$ cat config.mk
export PLATFORM = sky130hd
export DESIGN_NAME = writeback_queue
export DESIGN_NICKNAME = d
export VERILOG_FILES = /design/src/rtl/writeback_queue_pkg.sv /design/src/rtl/writeback_queue_wb_fifo.sv /design/src/rtl/writeback_queue.sv
export SDC_FILE = /design/constraint.sdc
export NUM_CORES = 1
export LEC_CHECK = 0
export ABC_AREA = 1
export BUFFER_PORTS_ARGS = -buffer_cell sky130_fd_sc_hd__buf_4
export CAP_MARGIN = 40
export CORE_AREA = 5 5 147 177
export CTS_BUF_LIST = sky130_fd_sc_hd__clkbuf_4
export CTS_CLUSTER_DIAMETER = 80
export DETAILED_ROUTE_END_ITERATION = 8
export DIE_AREA = 0 0 152 182
export PLACE_DENSITY = 0.63
export RECOVER_POWER = 25
export SKIP_CTS_REPAIR_TIMING = 1
export SLEW_MARGIN = 20
export SYNTH_ARGS = -nofsm -noshare
export SYNTH_HDL_FRONTEND = slang
export SYNTH_SLANG_ARGS = --single-unit
$ cat constraint.sdc
create_clock -name clk -period 9.6 [get_ports clk]
set_input_delay 0.96 -clock clk [delete_from_list [all_inputs] [get_ports clk]]
set_output_delay 0.96 -clock clk [all_outputs]
set_load 0.005 [all_outputs]
$ cat src/rtl/writeback_queue_pkg.sv
// Shared widths, constants and the pending-write entry type for the writeback queue.
package writeback_queue_pkg;
  localparam int REG_ADDR_W = 5;
  localparam int REG_DATA_W = 32;
  localparam logic [REG_ADDR_W-1:0] REG_ZERO = '0;
  localparam int WBQ_DEPTH = 4;

  typedef struct packed {
    logic [REG_ADDR_W-1:0] addr;
    logic [REG_DATA_W-1:0] data;
  } wb_entry_t;
endpackage

$ cat src/rtl/writeback_queue_wb_fifo.sv
// Synchronous pending-write FIFO; also exposes which slots are live and their
// destination registers so the decode stage can check for hazards.
module wb_fifo
  import writeback_queue_pkg::*;
#(
  parameter int DEPTH = WBQ_DEPTH,
  localparam int PW = $clog2(DEPTH),
  localparam int CW = PW + 1
) (
  input  logic                                  clk,
  input  logic                                  rst,
  input  logic                                  push_i,
  input  wb_entry_t                             push_entry_i,
  input  logic                                  pop_i,
  output wb_entry_t                             head_o,
  output logic [CW-1:0]                         count_o,
  output logic                                  full_o,
  output logic [DEPTH-1:0]                      occ_vld_o,
  output logic [DEPTH-1:0][REG_ADDR_W-1:0]      occ_addr_o
);
  wb_entry_t        mem_q [DEPTH];
  logic [PW-1:0]    head_q, head_d, tail_q, tail_d;
  logic [CW-1:0]    count_q, count_d;
  logic             do_push, do_pop;

  assign full_o  = (count_q == CW'(DEPTH));
  assign do_push = push_i && !full_o;
  assign do_pop  = pop_i && (count_q != '0);
  assign head_o  = mem_q[head_q];
  assign count_o = count_q;

  // Pointer and occupancy next-state; pointers wrap naturally at power-of-two depth.
  always_comb begin
    head_d  = head_q;
    tail_d  = tail_q;
    count_d = count_q;
    if (do_push) tail_d = tail_q + PW'(1);
    if (do_pop)  head_d = head_q + PW'(1);
    case ({do_push, do_pop})
      2'b10:   count_d = count_q + CW'(1);
      2'b01:   count_d = count_q - CW'(1);
      default: count_d = count_q;
    endcase
  end

  // Pointer/occupancy registers.
  always_ff @(posedge clk) begin
    if (rst) begin
      head_q  <= '0;
      tail_q  <= '0;
      count_q <= '0;
    end else begin
      head_q  <= head_d;
      tail_q  <= tail_d;
      count_q <= count_d;
    end
  end

  // Entry storage; contents are only meaningful while occupied, so no reset.
  always_ff @(posedge clk) begin
    if (do_push && !rst) mem_q[tail_q] <= push_entry_i;
  end

  // A slot is live when its distance from head is below the occupancy count.
  for (genvar i = 0; i < DEPTH; i++) begin : g_occ
    logic [PW-1:0] off;
    assign off           = PW'(i) - head_q;
    assign occ_vld_o[i]  = (CW'(off) < count_q);
    assign occ_addr_o[i] = mem_q[i].addr;
  end
endmodule

$ cat src/rtl/writeback_queue.sv
// Register-file writeback queue: arbitrates ALU/load results (loads win),
// drops writes to r0, drains one entry per cycle into registered write outputs,
// and flags decode-stage hazards against every pending write.
module writeback_queue
  import writeback_queue_pkg::*;
#(
  parameter int DEPTH = WBQ_DEPTH
) (
  input  logic                      clk,
  input  logic                      rst,
  input  logic                      aluValid,
  input  logic [REG_ADDR_W-1:0]     aluAddr,
  input  logic [REG_DATA_W-1:0]     aluData,
  output logic                      aluReady,
  input  logic                      memValid,
  input  logic [REG_ADDR_W-1:0]     memAddr,
  input  logic [REG_DATA_W-1:0]     memData,
  output logic                      memReady,
  output logic [REG_ADDR_W-1:0]     wAddr,
  output logic [REG_DATA_W-1:0]     wrData,
  output logic                      regWriteFlag,
  input  logic [REG_ADDR_W-1:0]     rAddr1,
  input  logic [REG_ADDR_W-1:0]     rAddr2,
  output logic                      hazard1,
  output logic                      hazard2,
  output logic [$clog2(DEPTH):0]    count
);
  localparam int CW = $clog2(DEPTH) + 1;

  wb_entry_t                          sel_entry, head;
  logic                               full, mem_acc, alu_acc, push, pop;
  logic [CW-1:0]                      cnt;
  logic [DEPTH-1:0]                   occ_vld;
  logic [DEPTH-1:0][REG_ADDR_W-1:0]   occ_addr;
  logic [REG_ADDR_W-1:0]              wAddr_q, wAddr_d;
  logic [REG_DATA_W-1:0]              wrData_q, wrData_d;
  logic                               flag_q, flag_d;

  assign memReady = !full;
  assign aluReady = !full && !memValid;
  assign mem_acc  = memValid && memReady;
  assign alu_acc  = aluValid && aluReady;

  // Pick the accepted offer; r0 writes handshake but never enter the queue.
  always_comb begin
    sel_entry = '{addr: aluAddr, data: aluData};
    if (mem_acc) sel_entry = '{addr: memAddr, data: memData};
  end
  assign push = (mem_acc || alu_acc) && (sel_entry.addr != REG_ZERO);
  assign pop  = (cnt != '0);

  wb_fifo #(.DEPTH(DEPTH)) u_fifo (
    .clk          (clk),
    .rst          (rst),
    .push_i       (push),
    .push_entry_i (sel_entry),
    .pop_i        (pop),
    .head_o       (head),
    .count_o      (cnt),
    .full_o       (full),
    .occ_vld_o    (occ_vld),
    .occ_addr_o   (occ_addr)
  );

  // Next write-port values: load the head on a pop, otherwise hold and idle.
  always_comb begin
    wAddr_d  = wAddr_q;
    wrData_d = wrData_q;
    flag_d   = 1'b0;
    if (pop) begin
      wAddr_d  = head.addr;
      wrData_d = head.data;
      flag_d   = 1'b1;
    end
  end

  // Registered register-file write port.
  always_ff @(posedge clk) begin
    if (rst) begin
      wAddr_q  <= '0;
      wrData_q <= '0;
      flag_q   <= 1'b0;
    end else begin
      wAddr_q  <= wAddr_d;
      wrData_q <= wrData_d;
      flag_q   <= flag_d;
    end
  end

  // Hazard: source matches any live entry or the write currently in flight.
  always_comb begin
    hazard1 = flag_q && (wAddr_q == rAddr1);
    hazard2 = flag_q && (wAddr_q == rAddr2);
    for (int i = 0; i < DEPTH; i++) begin
      if (occ_vld[i] && occ_addr[i] == rAddr1) hazard1 = 1'b1;
      if (occ_vld[i] && occ_addr[i] == rAddr2) hazard2 = 1'b1;
    end
    if (rAddr1 == REG_ZERO) hazard1 = 1'b0;
    if (rAddr2 == REG_ZERO) hazard2 = 1'b0;
  end

  assign wAddr        = wAddr_q;
  assign wrData       = wrData_q;
  assign regWriteFlag = flag_q;
  assign count        = cnt;
endmodule
==> flow_metrics.tcl, run 1 <==
set metrics [dict create \
    outcome "complete, but fails checks" \
    failed_checks "capacitance limit, slew limit" \
    maxSlewHeadroom_pct -105 \
    yosysMostFrequentCell "edfxtp_1" \
    path_clk_slew_ns 0.17 \
    p_leak_nw 3.69 \
    grt_pass1_vias 5594 \
    drc 0 \
    drtIter0Drc 298 \
    synth_edf_count 148 \
    grt_max_degree 81 \
    dr_total_vias 5581 \
    setup_slack_ns 5.31 \
    hold_ws_ns 0.548 \
    ys_seq_elements 193 \
    cts_made_buffers 17 \
    cp.required_ns 9.89 \
    grt.overflow.total 0 \
    numPortBuffers 132 \
    area_delta_synth_final_pct 19.6 \
    ir_worst_vdd_v 0.000105 \
    synth_top_family_by_area "compound AO/OA/AOI/OAI gates" \
    grt_antenna_before_repair 1 \
    wl_per_cell_um 17.3 \
    netlist_area_mm2 0.00833 \
    endpoint_kind "register" \
    grt_pass1_wl_um 30700 \
    cts_tree "yes" \
    drive_gt1_share_pct 25.9 \
    htree_num_levels 4 \
    synth.distinct_cells 32 \
    synth_common_cells "148 x edfxtp_1, 91 x nand2_1, 83 x a21oi_1, 46 x o21ai_0, 45 x dfxtp_1" \
    netlist_instances 686 \
    min_path_type "register to register" \
    yosys_most_used_dff "edfxtp_1" \
    wl_met1_um 8130 \
    die_w_um 152 \
    numClockSinks 193 \
    setup_viol 0 \
    dr_wl_met3_um 869 \
    critPathKind "register to register" \
    nets 898 \
    start_kind "register" \
    maxCapViolCount 2 \
    path_max_fanout 38 \
    skew_ns 0.0228 \
    fin_setup_tns_ns 0 \
    io_pins 133 \
    num_rows 63 \
    hpwl_um 13500 \
    hold_viol 0 \
    grt_setup_unrepaired "no" \
    core_area_mm2 0.0243 \
    crit_arrival_ns 4.57 \
    synth-xor-area-share_pct 4.63 \
    synth_fa_ha_area_share_pct 1.44 \
    synthMuxAreaShare_pct 4.33 \
    syn-num-nets 783 \
    cts_buffer_depth 2 \
    gp_routability_congestion 0.820 \
    ys_top_cells_by_area "edfxtp_1 53%, dfxtp_1 11%, a21oi_1 5.0%" \
    worstSkewPairLatency_ns 0.58 \
    synth_warnings 0 \
    place_area_mm2 0.00972 \
    yosysSeqAreaShare_pct 64.2 \
    routed.top_layer "met4" \
    drv_slew 120 \
    die_h_um 182 \
    wl_um 19700 \
    dieArea_mm2 0.0277 \
    synth.avg_cell_area_um2 12.1 \
    fin_crit_sh_pct 44.6 \
    grt_use_total_pct 14.1 \
    finalInstanceArea_mm2 0.00996 \
    yosysTopAreaCellShare_pct 53.4 \
    powerDensity_mw_per_mm2 248 \
    dp_slack_ns 6.11 \
    cts-root-buf "clkbuf_4" \
    fin_crit_ns 4.29 \
    met2WireLength_um 10500 \
    finalPower_mw 2.47 \
    worst_pin_slew_ns 3.07 \
    initial_utilization_pct 34.3 \
    fmax_mhz 233 \
    dr.pass1.iters 5 \
    yosys.area_share.simple_pct 9.39 \
    yosys.area.top_type "edfxtp_1" \
    synth_compound_area_share_pct 12.3 \
    synthArstFlopShare_pct 0 \
    drt-vias-per-instance 4.90 \
    antenna_left 0 \
]
## flip-flops by register name (all words and copies together), names as in the netlist
| name | cells |
|---|---|
| u_fifo.mem_q | 148 |
| wrData | 32 |
| wAddr | 5 |
| regWriteFlag | 1 |
| u_fifo.head_q | 2 |
| u_fifo.tail_q | 2 |
| u_fifo.count_o | 3 |
## path summary, 6_finish.rpt
check | from | to | slack [ns] | depth (start not counted)
worst max register to register | u_fifo.count_o[0]$_SDFFE_PP0P_ | u_fifo.mem_q[3][26]$_DFFE_PP_ | 5.31 | 7
worst min register to register | u_fifo.tail_q[1]$_SDFFE_PP0P_ | u_fifo.tail_q[1]$_SDFFE_PP0P_ | 0.55 | 2
worst max-delay path | u_fifo.count_o[0]$_SDFFE_PP0P_ | u_fifo.mem_q[3][26]$_DFFE_PP_ | 5.31 | 7
worst min-delay path | u_fifo.tail_q[1]$_SDFFE_PP0P_ | u_fifo.tail_q[1]$_SDFFE_PP0P_ | 0.55 | 2
## critical path, stage by stage (launching register included)
cell and delay, ns:
dfxtp_1 0.51, nor2_1 0.14, nand2_1 0.23, nand2_1 1.13, nand2_1 0.73, nand3_1 0.41
nor2_4 0.56, buf_16 0.24
## placed cells by master, fill, tap and decap left out, drive strengths merged, types with 21 or more instances in the layout
master  netlist  routed
edfxtp      148     148
buf          11     141
nand2       106     106
a21oi        83      83
o21ai        46      46
dfxtp        45      45
a221oi       38      38
inv          30      37
mux2         32      32
xnor2        23      23
xor2         21      21
## routing by layer
| layer | vias up | GRT usage (%) |
|---|---|---|
| li1 | 2727 | - |
| met4 | 0 | 4.06 |
| met5 | - | 0 |
| met3 | 13 | 3.05 |
| met2 | 141 | 25.7 |
| met1 | 2700 | 16.6 |
## per-stage QoR
step,instances,utilization (%)
global route,1140,41.0
floorplan,686,-
finish,1140,41.0
CTS,1139,41.2
global placement,1103,39.6
detailed placement,1107,40.0
## kinds of logic after synthesis
logic type | Yosys count
flops | 193
xor+xnor | 44
mux | 32
compound gates | 173
fa+ha+maj | 9
simple gates | 159
buf+inv | 76
## layout make-up
type,count,area (um2)
antenna,1,2.50
clock buffer,17,128
clock inverter,15,150
fill,2352,14300
inverter,30,113
multi-input combinational,417,2680
sequential,193,5350
tap,325,407
timing repair buffer,142,1130
## power breakdown
group	total [mW]	internal, mW	switching (mW)
Clock	0.425	0.137	0.288
Combinational	0.904	0.351	0.553
Sequential	1.14	1.07	0.0715
Power figures use the tool's default switching activity.
==> run 2: changes to the inputs <==
Clock period 9.6 ns to 4.5 ns, I/O delays scaled along.
==> run 2 against run 1 <==
The run now ends clean. Non-clock buffer count stayed put. Global-route usage hardly changed. Die area stayed put. Wire length is 0.27% higher. Final cell count stayed put. Clock power is 110% higher. Register-to-register slack worse by 4.3 ns. Cell area is 0.77% lower. Clock skew is 0.00084 ns lower. Sequential cell count stayed put. Combinational power is 110% higher. First-iteration DRC count is 1.3% higher. Largest power group unchanged.
==> flow_metrics.tcl, run 2 (synthesized netlist as in run 1, its figures left out) <==
set metrics [dict create \
    wl_um 19700 \
    dr_total_vias 5524 \
    fin_crit_ns 3.48 \
    cts-root-buf "clkbuf_4" \
    largest_reg_flops 148 \
    setup_viol 0 \
    worstSkewPairLatency_ns 0.57 \
    grt.overflow.total 0 \
    drtIter0Drc 302 \
    layout_commonest_cell "edfxtp_1" \
    critPathKind "register to register" \
    hpwl_um 13600 \
    fillCellCount 2367 \
    layout_common_cells "148 x edfxtp_1, 100 x nand2_1, 98 x buf_4" \
    dieArea_mm2 0.0277 \
    finalPower_mw 5.20 \
    max_stage_delay_ns 0.59 \
    cts_made_buffers 17 \
    path_clk_slew_ns 0.16 \
    core_area_mm2 0.0243 \
    grt_pass1_wl_um 30600 \
    rrSetupSlack_ns 1.02 \
    finalInstanceArea_mm2 0.00988 \
    fin_setup_tns_ns 0 \
    die_h_um 182 \
    drive_gt1_share_pct 25.1 \
    drv_slew 0 \
    wl_per_cell_um 17.3 \
    start_kind "register" \
    r2r_cells 10 \
    worst_pin_slew_ns 0.738 \
    setup_slack_ns 1.02 \
    cts_buffer_depth 2 \
    ir_worst_vdd_v 0.000259 \
    cts_tree "yes" \
    skew_ns 0.0219 \
    r2r-start "u_fifo.count_o[0]$_SDFFE_PP0P_" \
    maxSlewHeadroom_pct 50.7 \
    cp_top_family "simple AND/OR/NAND/NOR gates" \
    dp_slack_ns 1.26 \
    gp_routability_congestion 0.853 \
    whs_path_depth 2 \
    hold_viol 0 \
    numClockSinks 193 \
    htree_num_levels 4 \
    worst-path-buf-inv 1 \
    drt-vias-per-instance 4.85 \
    cp.required_ns 4.74 \
    endpoint_kind "register" \
    io_pins 133 \
    cp_common_cell "nand2_1" \
    grt_pass1_vias 5433 \
    crit_chain "nor2_1 -> nand2_1 -> nand2_4 -> nand2_1 -> nand2_1 -> nor2_4 -> nand2_4 -> nand3_1 -> nor2_4 -> buf_4" \
    drc 0 \
    rr_endpoint "u_fifo.mem_q[0][36]$_DFFE_PP_" \
    fmax_mhz 288 \
    initial_utilization_pct 34.3 \
    area_delta_synth_final_pct 18.7 \
    powerDensity_mw_per_mm2 526 \
    path_max_fanout 38 \
    crit_slowest_cell "nor2_4" \
    top_register "u_fifo.mem_q" \
    place_area_mm2 0.00970 \
    p_leak_nw 3.61 \
    grt_antenna_before_repair 1 \
    worstHoldStart "rst" \
    fin_crit_sh_pct 77.3 \
    num_rows 63 \
    min_path_type "primary input to register" \
    die_w_um 152 \
    dr.pass1.iters 5 \
    grt_use_total_pct 14.1 \
    outcome "complete, no violations" \
    grt_setup_unrepaired "no" \
    numPortBuffers 132 \
    crit_arrival_ns 3.72 \
    antenna_left 0 \
    grt_max_degree 81 \
    nets 898 \
    worstHoldEndpoint "regWriteFlag$_SDFF_PP0_" \
    maxCapViolCount 0 \
]
==> run 2: layer usage <==
metal | global-route usage [%] | wire (um) | vias to the layer above
met3 | 3.38 | 974 | 18
met5 | 0 | 0 | -
met2 | 24.4 | 10100 | 138
met4 | 4.21 | 240 | 0
li1 | - | - | 2731
met1 | 17.4 | 8470 | 2637
==> run 2: power breakdown <==
part           internal (mW)  switching (mW)  leakage [nW]
clock network          0.291           0.612         0.144
logic                  0.696            1.16          1.74
registers               2.29           0.154          1.72
total                   3.28            1.93          3.61
==> run 2: layout make-up <==
cell class	count	area, um2	area share (%)
multi-input cells	417	2670	27.1
well taps	325	407	4.11
clock inverters	15	155	1.57
inverters	30	113	1.14
flip-flops and latches	193	5350	54.1
clock buffers	17	128	1.29
repair buffers	142	1060	10.7
diodes	1	2.50	0.0253
==> run 2: worst max-delay path by stage <==
stage	cells past startpoint	slack, ns	end	startpoint
2_1_floorplan	11	1.25	u_fifo.mem_q[0][0]$_DFFE_PP_	u_fifo.count_o[0]$_SDFFE_PP0P_
3_3_place_gp	10	1.34	u_fifo.mem_q[0][2]$_DFFE_PP_	u_fifo.count_o[0]$_SDFFE_PP0P_
3_5_place_dp	10	1.26	u_fifo.mem_q[0][11]$_DFFE_PP_	u_fifo.count_o[0]$_SDFFE_PP0P_
4_1_cts	10	0.99	hazard2	u_fifo.head_q[1]$_SDFFE_PP0N_
5_1_grt	10	0.68	u_fifo.mem_q[0][36]$_DFFE_PP_	u_fifo.count_o[0]$_SDFFE_PP0P_
6_report	10	1.02	u_fifo.mem_q[0][36]$_DFFE_PP_	u_fifo.count_o[0]$_SDFFE_PP0P_
==> run 2: worst register-to-register path: stages (launching register included) <==
cell,delay (ns)
dfxtp_1,0.40
nor2_1,0.21
nand2_1,0.24
nand2_4,0.50
nand2_1,0.10
nand2_1,0.22
nor2_4,0.06
nand2_4,0.11
nand3_1,0.30
nor2_4,0.59
buf_4,0.43
==> run 2: through the flow <==
stage	cells	hold WS, ns	utilization (%)
floorplan	686	0.490	-
finish	1140	0.0810	40.7
detailed placement	1107	0.519	39.9
CTS	1139	0.0319	41.1
global placement	1105	0.510	39.7
global route	1140	0.0234	40.7
